<file path="config.mk">
export PLATFORM = sky130hd
export DESIGN_NAME = tt_sweep_capture
export DESIGN_NICKNAME = d
export VERILOG_FILES = /design/src/rtl/tt_sweep_pkg.sv /design/src/rtl/tt_row_timer.sv /design/src/rtl/tt_sweep_capture.sv
export SDC_FILE = /design/constraint.sdc
export NUM_CORES = 1
export LEC_CHECK = 0
export CORE_MARGIN = 2
export CORE_UTILIZATION = 30
export CTS_CLUSTER_DIAMETER = 150
export DETAILED_ROUTE_END_ITERATION = 7
export PLACE_DENSITY_LB_ADDON = 0.2
export SLEW_MARGIN = 20
export SYNTH_ARGS = -nofsm -noshare
export SYNTH_HDL_FRONTEND = slang
export SYNTH_SLANG_ARGS = --single-unit
</file>
<file path="constraint.sdc">
create_clock -name clk -period 5.92 [get_ports clk]
set_clock_uncertainty 0.2 [all_clocks]
set_input_delay 0.592 -clock clk [delete_from_list [all_inputs] [get_ports clk]]
set_output_delay 0.592 -clock clk [all_outputs]
set_load 0.01 [all_outputs]
</file>
<file path="src/rtl/tt_sweep_pkg.sv">
// Shared types, sizes and helpers for the truth-table sweep-and-capture stage.
package tt_sweep_pkg;

    localparam int N_IN_DEF = 3;
    localparam int ROWS     = 2 ** N_IN_DEF;
    localparam int CNT_W    = 4;

    typedef enum logic [1:0] {
        IDLE,
        HOLD,
        CAPTURE,
        FINISH
    } sweep_state_e;

    // Counts set bits; callers zero-extend tables narrower than 32 bits.
    function automatic int unsigned popcount(input logic [31:0] v);
        int unsigned n;
        n = 0;
        for (int i = 0; i < 32; i++) begin
            if (v[i]) begin
                n++;
            end
        end
        return n;
    endfunction

endpackage

</file>
<file path="src/rtl/tt_row_timer.sv">
// Settle counter for one stimulus row: loadable, decrements to zero and holds there.
module tt_row_timer
    import tt_sweep_pkg::*;
(
    input  logic             clk,
    input  logic             reset,
    input  logic             load,
    input  logic             dec,
    input  logic [CNT_W-1:0] load_val,
    output logic             zero
);

    logic [CNT_W-1:0] cnt_q;
    logic [CNT_W-1:0] cnt_d;

    always_comb begin
        cnt_d = cnt_q;
        if (load) begin
            cnt_d = load_val;
        end else if (dec && (cnt_q != '0)) begin
            cnt_d = cnt_q - CNT_W'(1);
        end
    end

    always_ff @(posedge clk or posedge reset) begin
        if (reset) begin
            cnt_q <= '0;
        end else begin
            cnt_q <= cnt_d;
        end
    end

    assign zero = (cnt_q == '0);

endmodule

</file>
<file path="src/rtl/tt_sweep_capture.sv">
// Sweeps every stimulus combination into a datapath, waits a settle time per row,
// captures the result into a truth-table word and compares it with a golden word.
module tt_sweep_capture
    import tt_sweep_pkg::*;
#(
    parameter  int N_IN     = N_IN_DEF,
    parameter  int SETTLE   = 1,
    localparam int NUM_ROWS = 2 ** N_IN,
    localparam int MM_W     = N_IN + 1
) (
    input  logic                clk,
    input  logic                reset,
    input  logic                start,
    input  logic                abort,
    input  logic                dut_out,
    input  logic [NUM_ROWS-1:0] expected,
    output logic [N_IN-1:0]     stim,
    output logic                busy,
    output logic                done,
    output logic [NUM_ROWS-1:0] table_out,
    output logic                match,
    output logic [MM_W-1:0]     mismatch_count
);

    // The timer counts the cycles still to wait after the first one of a row,
    // so SETTLE=0 skips HOLD entirely and every row is captured back to back.
    localparam logic [CNT_W-1:0] RELOAD    = (SETTLE == 0) ? '0 : CNT_W'(SETTLE - 1);
    localparam bit               SKIP_HOLD = (SETTLE == 0);

    sweep_state_e        state_q, state_d;
    logic [N_IN-1:0]     stim_q, stim_d;
    logic [NUM_ROWS-1:0] table_q, table_d;
    logic                match_q, match_d;
    logic [MM_W-1:0]     mm_q, mm_d;

    logic            timer_load;
    logic            timer_dec;
    logic            timer_zero;
    logic            last_row;
    logic            fin_match;
    logic [MM_W-1:0] fin_count;

    tt_row_timer u_row_timer (
        .clk      (clk),
        .reset    (reset),
        .load     (timer_load),
        .dec      (timer_dec),
        .load_val (RELOAD),
        .zero     (timer_zero)
    );

    assign last_row  = &stim_q;
    assign fin_match = (table_q == expected);
    assign fin_count = MM_W'(popcount(32'(table_q ^ expected)));

    always_ff @(posedge clk or posedge reset) begin
        if (reset) begin
            state_q <= IDLE;
            stim_q  <= '0;
            table_q <= '0;
            match_q <= 1'b0;
            mm_q    <= '0;
        end else begin
            state_q <= state_d;
            stim_q  <= stim_d;
            table_q <= table_d;
            match_q <= match_d;
            mm_q    <= mm_d;
        end
    end

    always_comb begin
        state_d = state_q;
        unique case (state_q)
            IDLE: begin
                if (start) begin
                    state_d = SKIP_HOLD ? CAPTURE : HOLD;
                end
            end
            HOLD: begin
                if (abort) begin
                    state_d = IDLE;
                end else if (timer_zero) begin
                    state_d = CAPTURE;
                end
            end
            CAPTURE: begin
                if (abort) begin
                    state_d = IDLE;
                end else if (last_row) begin
                    state_d = FINISH;
                end else begin
                    state_d = SKIP_HOLD ? CAPTURE : HOLD;
                end
            end
            FINISH: begin
                state_d = IDLE;
            end
            default: begin
                state_d = IDLE;
            end
        endcase
    end

    // Abort outranks capture; the partially filled table is deliberately kept.
    always_comb begin
        stim_d     = stim_q;
        table_d    = table_q;
        match_d    = match_q;
        mm_d       = mm_q;
        timer_load = 1'b0;
        timer_dec  = 1'b0;
        unique case (state_q)
            IDLE: begin
                if (start) begin
                    stim_d     = '0;
                    table_d    = '0;
                    match_d    = 1'b0;
                    mm_d       = '0;
                    timer_load = 1'b1;
                end
            end
            HOLD: begin
                if (abort) begin
                    stim_d  = '0;
                    match_d = 1'b0;
                    mm_d    = '0;
                end else begin
                    timer_dec = !timer_zero;
                end
            end
            CAPTURE: begin
                if (abort) begin
                    stim_d  = '0;
                    match_d = 1'b0;
                    mm_d    = '0;
                end else begin
                    table_d[stim_q] = dut_out;
                    if (last_row) begin
                        stim_d = '0;
                    end else begin
                        stim_d     = stim_q + N_IN'(1);
                        timer_load = 1'b1;
                    end
                end
            end
            FINISH: begin
                match_d = fin_match;
                mm_d    = fin_count;
            end
            default: begin
                stim_d = '0;
            end
        endcase
    end

    // In FINISH the comparison is shown live so it is valid alongside done.
    always_comb begin
        stim           = stim_q;
        table_out      = table_q;
        busy           = (state_q == HOLD) || (state_q == CAPTURE);
        done           = (state_q == FINISH);
        match          = (state_q == FINISH) ? fin_match : match_q;
        mismatch_count = (state_q == FINISH) ? fin_count : mm_q;
    end

endmodule

</file>
# --- After elaboration in Yosys (flattened, before gate mapping) ---
# Cells that the tools add are included.
word_totals:
  regBits: 22
  input_bits: 13
  output_inout_bits: 18
  word_cells: 132
classes:
  add_sub_neg: 33
  order_cmp: 2
  eq_ne: 9
  mux: 65
  n_bitwise: 1
  n_reduce_logical: 16
ops:
  columns: ["op", "n"]
  rows:
  - ["$mux W4", 36]
  - ["$add A4 B1 Y4 const B", 30]
  - ["$mux W8", 2]
  - ["$pmux W8 S2", 1]
  - ["$mux W3", 4]
  - ["$pmux W4 S3", 1]
  - ["$mux W1", 10]
  - ["$mux W2", 5]
  - ["$pmux W3 S3", 1]
  - ["$reduce_and A3 Y1", 3]
  - ["$bwmux W8", 1]
  - ["$eq A8 B8 Y1", 1]
  - ["$pmux W2 S4", 1]
  - ["$xor A8 B8 Y8", 1]
  - ["$ne A2 B2 Y1 const B", 3]
  - ["$eq A2 B2 Y1 const B", 2]
  - ["$logic_not A4 Y1", 1]
  - ["$lt A3 B4 Y1 const B", 1]
  - ["$reduce_and A2 Y1", 2]
  - ["$reduce_bool A2 Y1", 2]
  - ["$reduce_bool A4 Y1", 1]
  - ["$sub A4 B1 Y4 const B", 1]
  - ["$add A3 B1 Y3 const B", 1]
  - ["$demux W1 S3", 1]
  - ["other kinds (13)", 14]

# --- Longest topological paths before layout ---
logic_depth:
  depth_word: 65
  ltp_mapped: 19
  mapped_depth_nobuf: 19

# --- Modules after synthesis ---
# Synthesis repeated with hierarchy kept, for this count alone.
hier_totals:
  cells_unflattened: 235
  area_unflattened_um2: 2011.9
modules_own_cells:
  columns: ["mod", "n_inst", "cells_each", "area_per_inst_um2", "seq_area_each_um2"]
  rows:
  - ["tt_sweep_capture", 1, 207, 1750.4, 450.4]
  - ["tt_row_timer", 1, 28, 261.5, 100.1]

# --- Worst setup path after synthesis ---
# Ideal clock, no wire load.
synth_path:
  path_type: "in2out"
  from: "input expected[0]"
  to: "output mismatch_count[3]"
  t_arrival_ns: 4.267
  t_required_ns: 5.128
  slack_ns: 0.861
  stages: 19
  path_cell_list: "xnor2_1 -> inv_1 -> ha_1 -> buf_6 -> xor3_2 -> ha_1 -> xnor2_1 -> a211oi_1 -> mux2i_1 -> o21ai_1 -> and2_1 -> ha_1 -> nand2_1 -> xor2_1 -> xnor2_1 -> a311oi_1 -> a32oi_1 -> xnor2_1 -> a21oi_1"
synth_between:
  elab_chain_len: 65
synth_lines:
  columns: ["element", "line", "source"]
  rows:
  - ["from (decl)", "tt_sweep_capture.sv:16", "input logic [NUM_ROWS-1:0] expected,"]
  - ["$xor A8 B8 Y8 (*)", "tt_sweep_capture.sv:54", "assign fin_count = MM_W'(popcount(32'(table_q ^ expected)));"]
  - ["$mux W1 (*)", "tt_sweep_pkg.sv:20", "if (v[i]) begin"]
  - ["$add A1 B1 Y2", "tt_sweep_pkg.sv:21", "n++;"]
  - ["$mux W4 (*)", "tt_sweep_pkg.sv:20", null]
  - ["$add A4 B1 Y4", "tt_sweep_pkg.sv:21", null]
  - ["$mux W4 (*)", "tt_sweep_pkg.sv:20", null]
  - ["$add A4 B1 Y4", "tt_sweep_pkg.sv:21", null]
  - ["$mux W4 (*)", "tt_sweep_pkg.sv:20", null]
  - ["[... 49 more ...]", null, null]
  - ["$mux W4 (*)", "tt_sweep_pkg.sv:20", null]
  - ["$add A4 B1 Y4", "tt_sweep_pkg.sv:21", null]
  - ["$mux W4 (*)", "tt_sweep_pkg.sv:20", null]
  - ["$add A4 B1 Y4", "tt_sweep_pkg.sv:21", null]
  - ["$mux W4 (*)", "tt_sweep_pkg.sv:20", null]
  - ["$add A4 B1 Y4", "tt_sweep_pkg.sv:21", null]
  - ["$mux W4 (*)", "tt_sweep_pkg.sv:20", null]
  - ["$mux W4 (*)", "tt_sweep_capture.sv:164", "mismatch_count = (state_q == FINISH) ? fin_count : mm_q;"]
  - ["to (decl)", "tt_sweep_capture.sv:22", "output logic [MM_W-1:0] mismatch_count"]
# Every way passes the cells marked *; elsewhere a longest branch is shown, timed or not.

# --- Worst setup path in the final report ---
layout_path:
  from: "input expected[0]"
  to: "output mismatch_count[2]"
# Same word-level chain as after synthesis.

==> out/metrics.csv <==
metric;value;unit
depth of the worst register-to-register path;17;
DRT Pass-1 Iters;6;
CTS tree;built;
overflow left after global routing;0;
die width;85.89;µm
clock sinks;22;
global-route wire length before repair;8266;µm
Die Area;7377;µm²
NumNets Final;303;
largest net degree at the start of global routing;23;
Yosys reg bits;22;
Fin Hold WS;0.2823;ns
post-CTS setup repair buffer count;0;
CP Cell Sequence;clkdlybuf4s50_1 -> xnor2_2 -> inv_1 -> ha_1 -> or4_1 -> and3_1 -> ha_1 -> nand2b_2 -> nand3_1 -> nand3_1 -> and2_1 -> ha_1 -> nand2_1 -> o21ai_0 -> ha_1 -> nor2b_1 -> xnor2_1 -> nand2_1 -> o21ai_0 -> clkdlybuf4s50_1;
Max-Slew Margin vs Limit;0.4302;
HPWL after DPL;3649;µm
Syn Nets;261;
reg-to-reg setup timing slack;1.65;ns
Req. time, crit path;5.13;ns
Max Cap Viol;0;
met1 usage;0.1979;
DRT Wirelength;4765;µm
Most used DFF post-synth;dfrtp_1;
H-tree depth;1;
crit path max-delay cell type;clkdlybuf4s50_1;
First DRT Iteration DRCs;90;
Top Usage Layer GRT;met2;
final std cells w/o fill;352;
status;complete, no violations;
Routed WL per cell;13.54;µm
antenna-violating nets left;0;
fin. max-slew vios;0;
Max Fanout on Critical Path;5;
min Tclk post-route;5.799;ns
Die Y;85.89;µm
Cell Area, Placed;2476;µm²
# diodes;0;
met3 Resource Use GR;0.01251;
final-layout fill cell count;662;
asr flop ratio synth;1.000;
critical path type;in -> out;
Distinct cells, synth;45;
hold endpoint;match_q$_DFFE_PP0P_;
worst r2r dst;mm_q[1]$_DFFE_PP0P_;
Worst path top cell family by delay;simple AND/OR/NAND/NOR gates;
DRC viols;0;
HP Start;match_q$_DFFE_PP0P_;
Clock transition at path regs;0.07;ns
final setup fails;0;
reg2reg start;table_out[0]$_DFFE_PP0P_;
starting density of the core;0.3133;
Worst Hold Class;reg -> reg;
Post-synth EDFFs;0;
fmax;172.4;MHz
Syn Inst Count;235;
global-route met2 utilization;0.2121;
GRT Util Overall;0.1362;
# IOs;31;
vias in the first global route;1757;
peak supply drop;154.7;µV
CP Data Arrival Time;5.01;ns
CTS Root Cell;clkbuf_8;
Finished Cell Area;2537;µm²
commonest non-fill, non-tap cells in the layout;clkdlybuf4s50_1, nand2_1, nor2_1, dfrtp_1, o21ai_0;
I/O Buffers;30;
dpl cells;349;
WP buf/inv;3;
leading cell type in the layout, fill and taps excluded;clkdlybuf4s50_1;
Clk Latency, worst-skew pair;0.26;ns
initial antenna violation count;0;
slowest cell delay on critical path;0.56;ns
RSZ-0062 raised after global routing;true;
Hold Vio Cnt, Final;0;
Cell Area, Synth;2012;µm²
layout cell share with drive strength beyond 1;0.1236;
crit share post-route;0.9796;
GPL Wtd Cong;0.8293;
number of hold buffers added after CTS;0;
Util after Layout;0.3951;
area of the core;6422;µm²
CP most frequent cell;ha_1;
Ys Warns;0;
setup TNS;0;ns
Rows;29;
Seq/Total Area, Yosys;0.2736;
PwrDens;324.9;nW/µm²
vias per std cell;5.099;
Resized Gates After CTS;0;
Worst Hold Depth;2;
crit path launch type;input port;
Vias;1795;
Avg Synthesized Cell Area;8.561;µm²
Max Root-Sink Buffers;2;
critical path capture point type;output port;
P_leak;1.078;nW
number of CTS-inserted buffers;3;
area grow syn2layout;26.12;%
worst slew pin tran;0.8537;ns
metrics by stage:
step / power [mW] / setup WS [ns]
after global placement: 0.7320 / 0.08783
after floorplan: 0.5619 / 0.8606
final: 0.8244 / 0.1208
after CTS: 0.8285 / 0.01518
after detailed placement: 0.7289 / 0.03500
after global routing: 0.8998 / -0.1675
Yosys cell counts (2+ instances only):
master    count  area (µm²)
a211oi_1      4       30.03
a21oi_1       8       40.04
a31oi_1       3       18.77
a32oi_1       2       17.52
and3_1        2       12.51
clkbuf_1      5       18.77
dfrtp_1      22       550.5
ha_1         13       162.7
inv_1        18       67.56
mux2_2        2       22.52
nand2_1      24       90.09
nand2b_1      4       25.02
nand3_1       9       45.04
nand4_1       3       18.77
nor2_1       22       82.58
nor2b_1       4       25.02
nor3_1        7       35.03
o21ai_0      21       105.1
o21ai_1       6       30.03
o22ai_1       2       12.51
o31a_1        2       17.52
o31ai_1       5       37.54
o41ai_1       2       17.52
xnor2_1      15       131.4
xnor2_4       3       82.58
xor2_1        6       52.55
xor2_2        3       48.80
state kept, by name (all words and copies together), names as in the netlist:
name	count
table_out	8
mm_q	4
u_row_timer.cnt_q	4
stim	3
state_q	2
match_q	1
layout make-up:
cell class | count | area, µm² | area share
multi-input cells | 188 | 1373 | 0.5409
flip-flops and latches | 22 | 550.5 | 0.2170
repair buffers | 43 | 402.9 | 0.1588
well taps | 77 | 96.34 | 0.03797
inverters | 19 | 73.82 | 0.02909
clock buffers | 3 | 41.29 | 0.01627
metal layers:
layer,part of all wire,up-vias
met1,0.50,855
li1,-,905
met4,0.012,0
met3,0.030,4
met2,0.45,31
met5,0,-
where the power goes:
group	internal, mW	total (mW)	switching (mW)
clock	0.0454	0.0921	0.0467
sequential	0.166	0.184	0.0179
combinational	0.263	0.549	0.286
how the worst max path moves through the flow:
stage / startpoint / cells past startpoint / endpoint / slack, ns
final: expected[0] / 20 / mismatch_count[2] / 0.12
after global routing: expected[1] / 20 / mismatch_count[2] / -0.17
after CTS: expected[0] / 20 / mismatch_count[2] / 0.02
after detailed placement: expected[0] / 20 / mismatch_count[2] / 0.04
after global placement: expected[0] / 20 / mismatch_count[2] / 0.09
after floorplan: expected[0] / 19 / mismatch_count[3] / 0.86
tightest hold or removal path: stages, from the launching register on:
cell     delay (ns)
dfrtp_1        0.35
nand2_1        0.05
o41ai_1        0.05
cells by family after synthesis:
kind of cell | synth area share
flops | 0.2736
compound gates | 0.1978
mux | 0.01617
buf+inv | 0.05162
simple gates | 0.1859
xor+xnor | 0.1940
fa+ha+maj | 0.08085
Power figures use the tool's default switching activity.
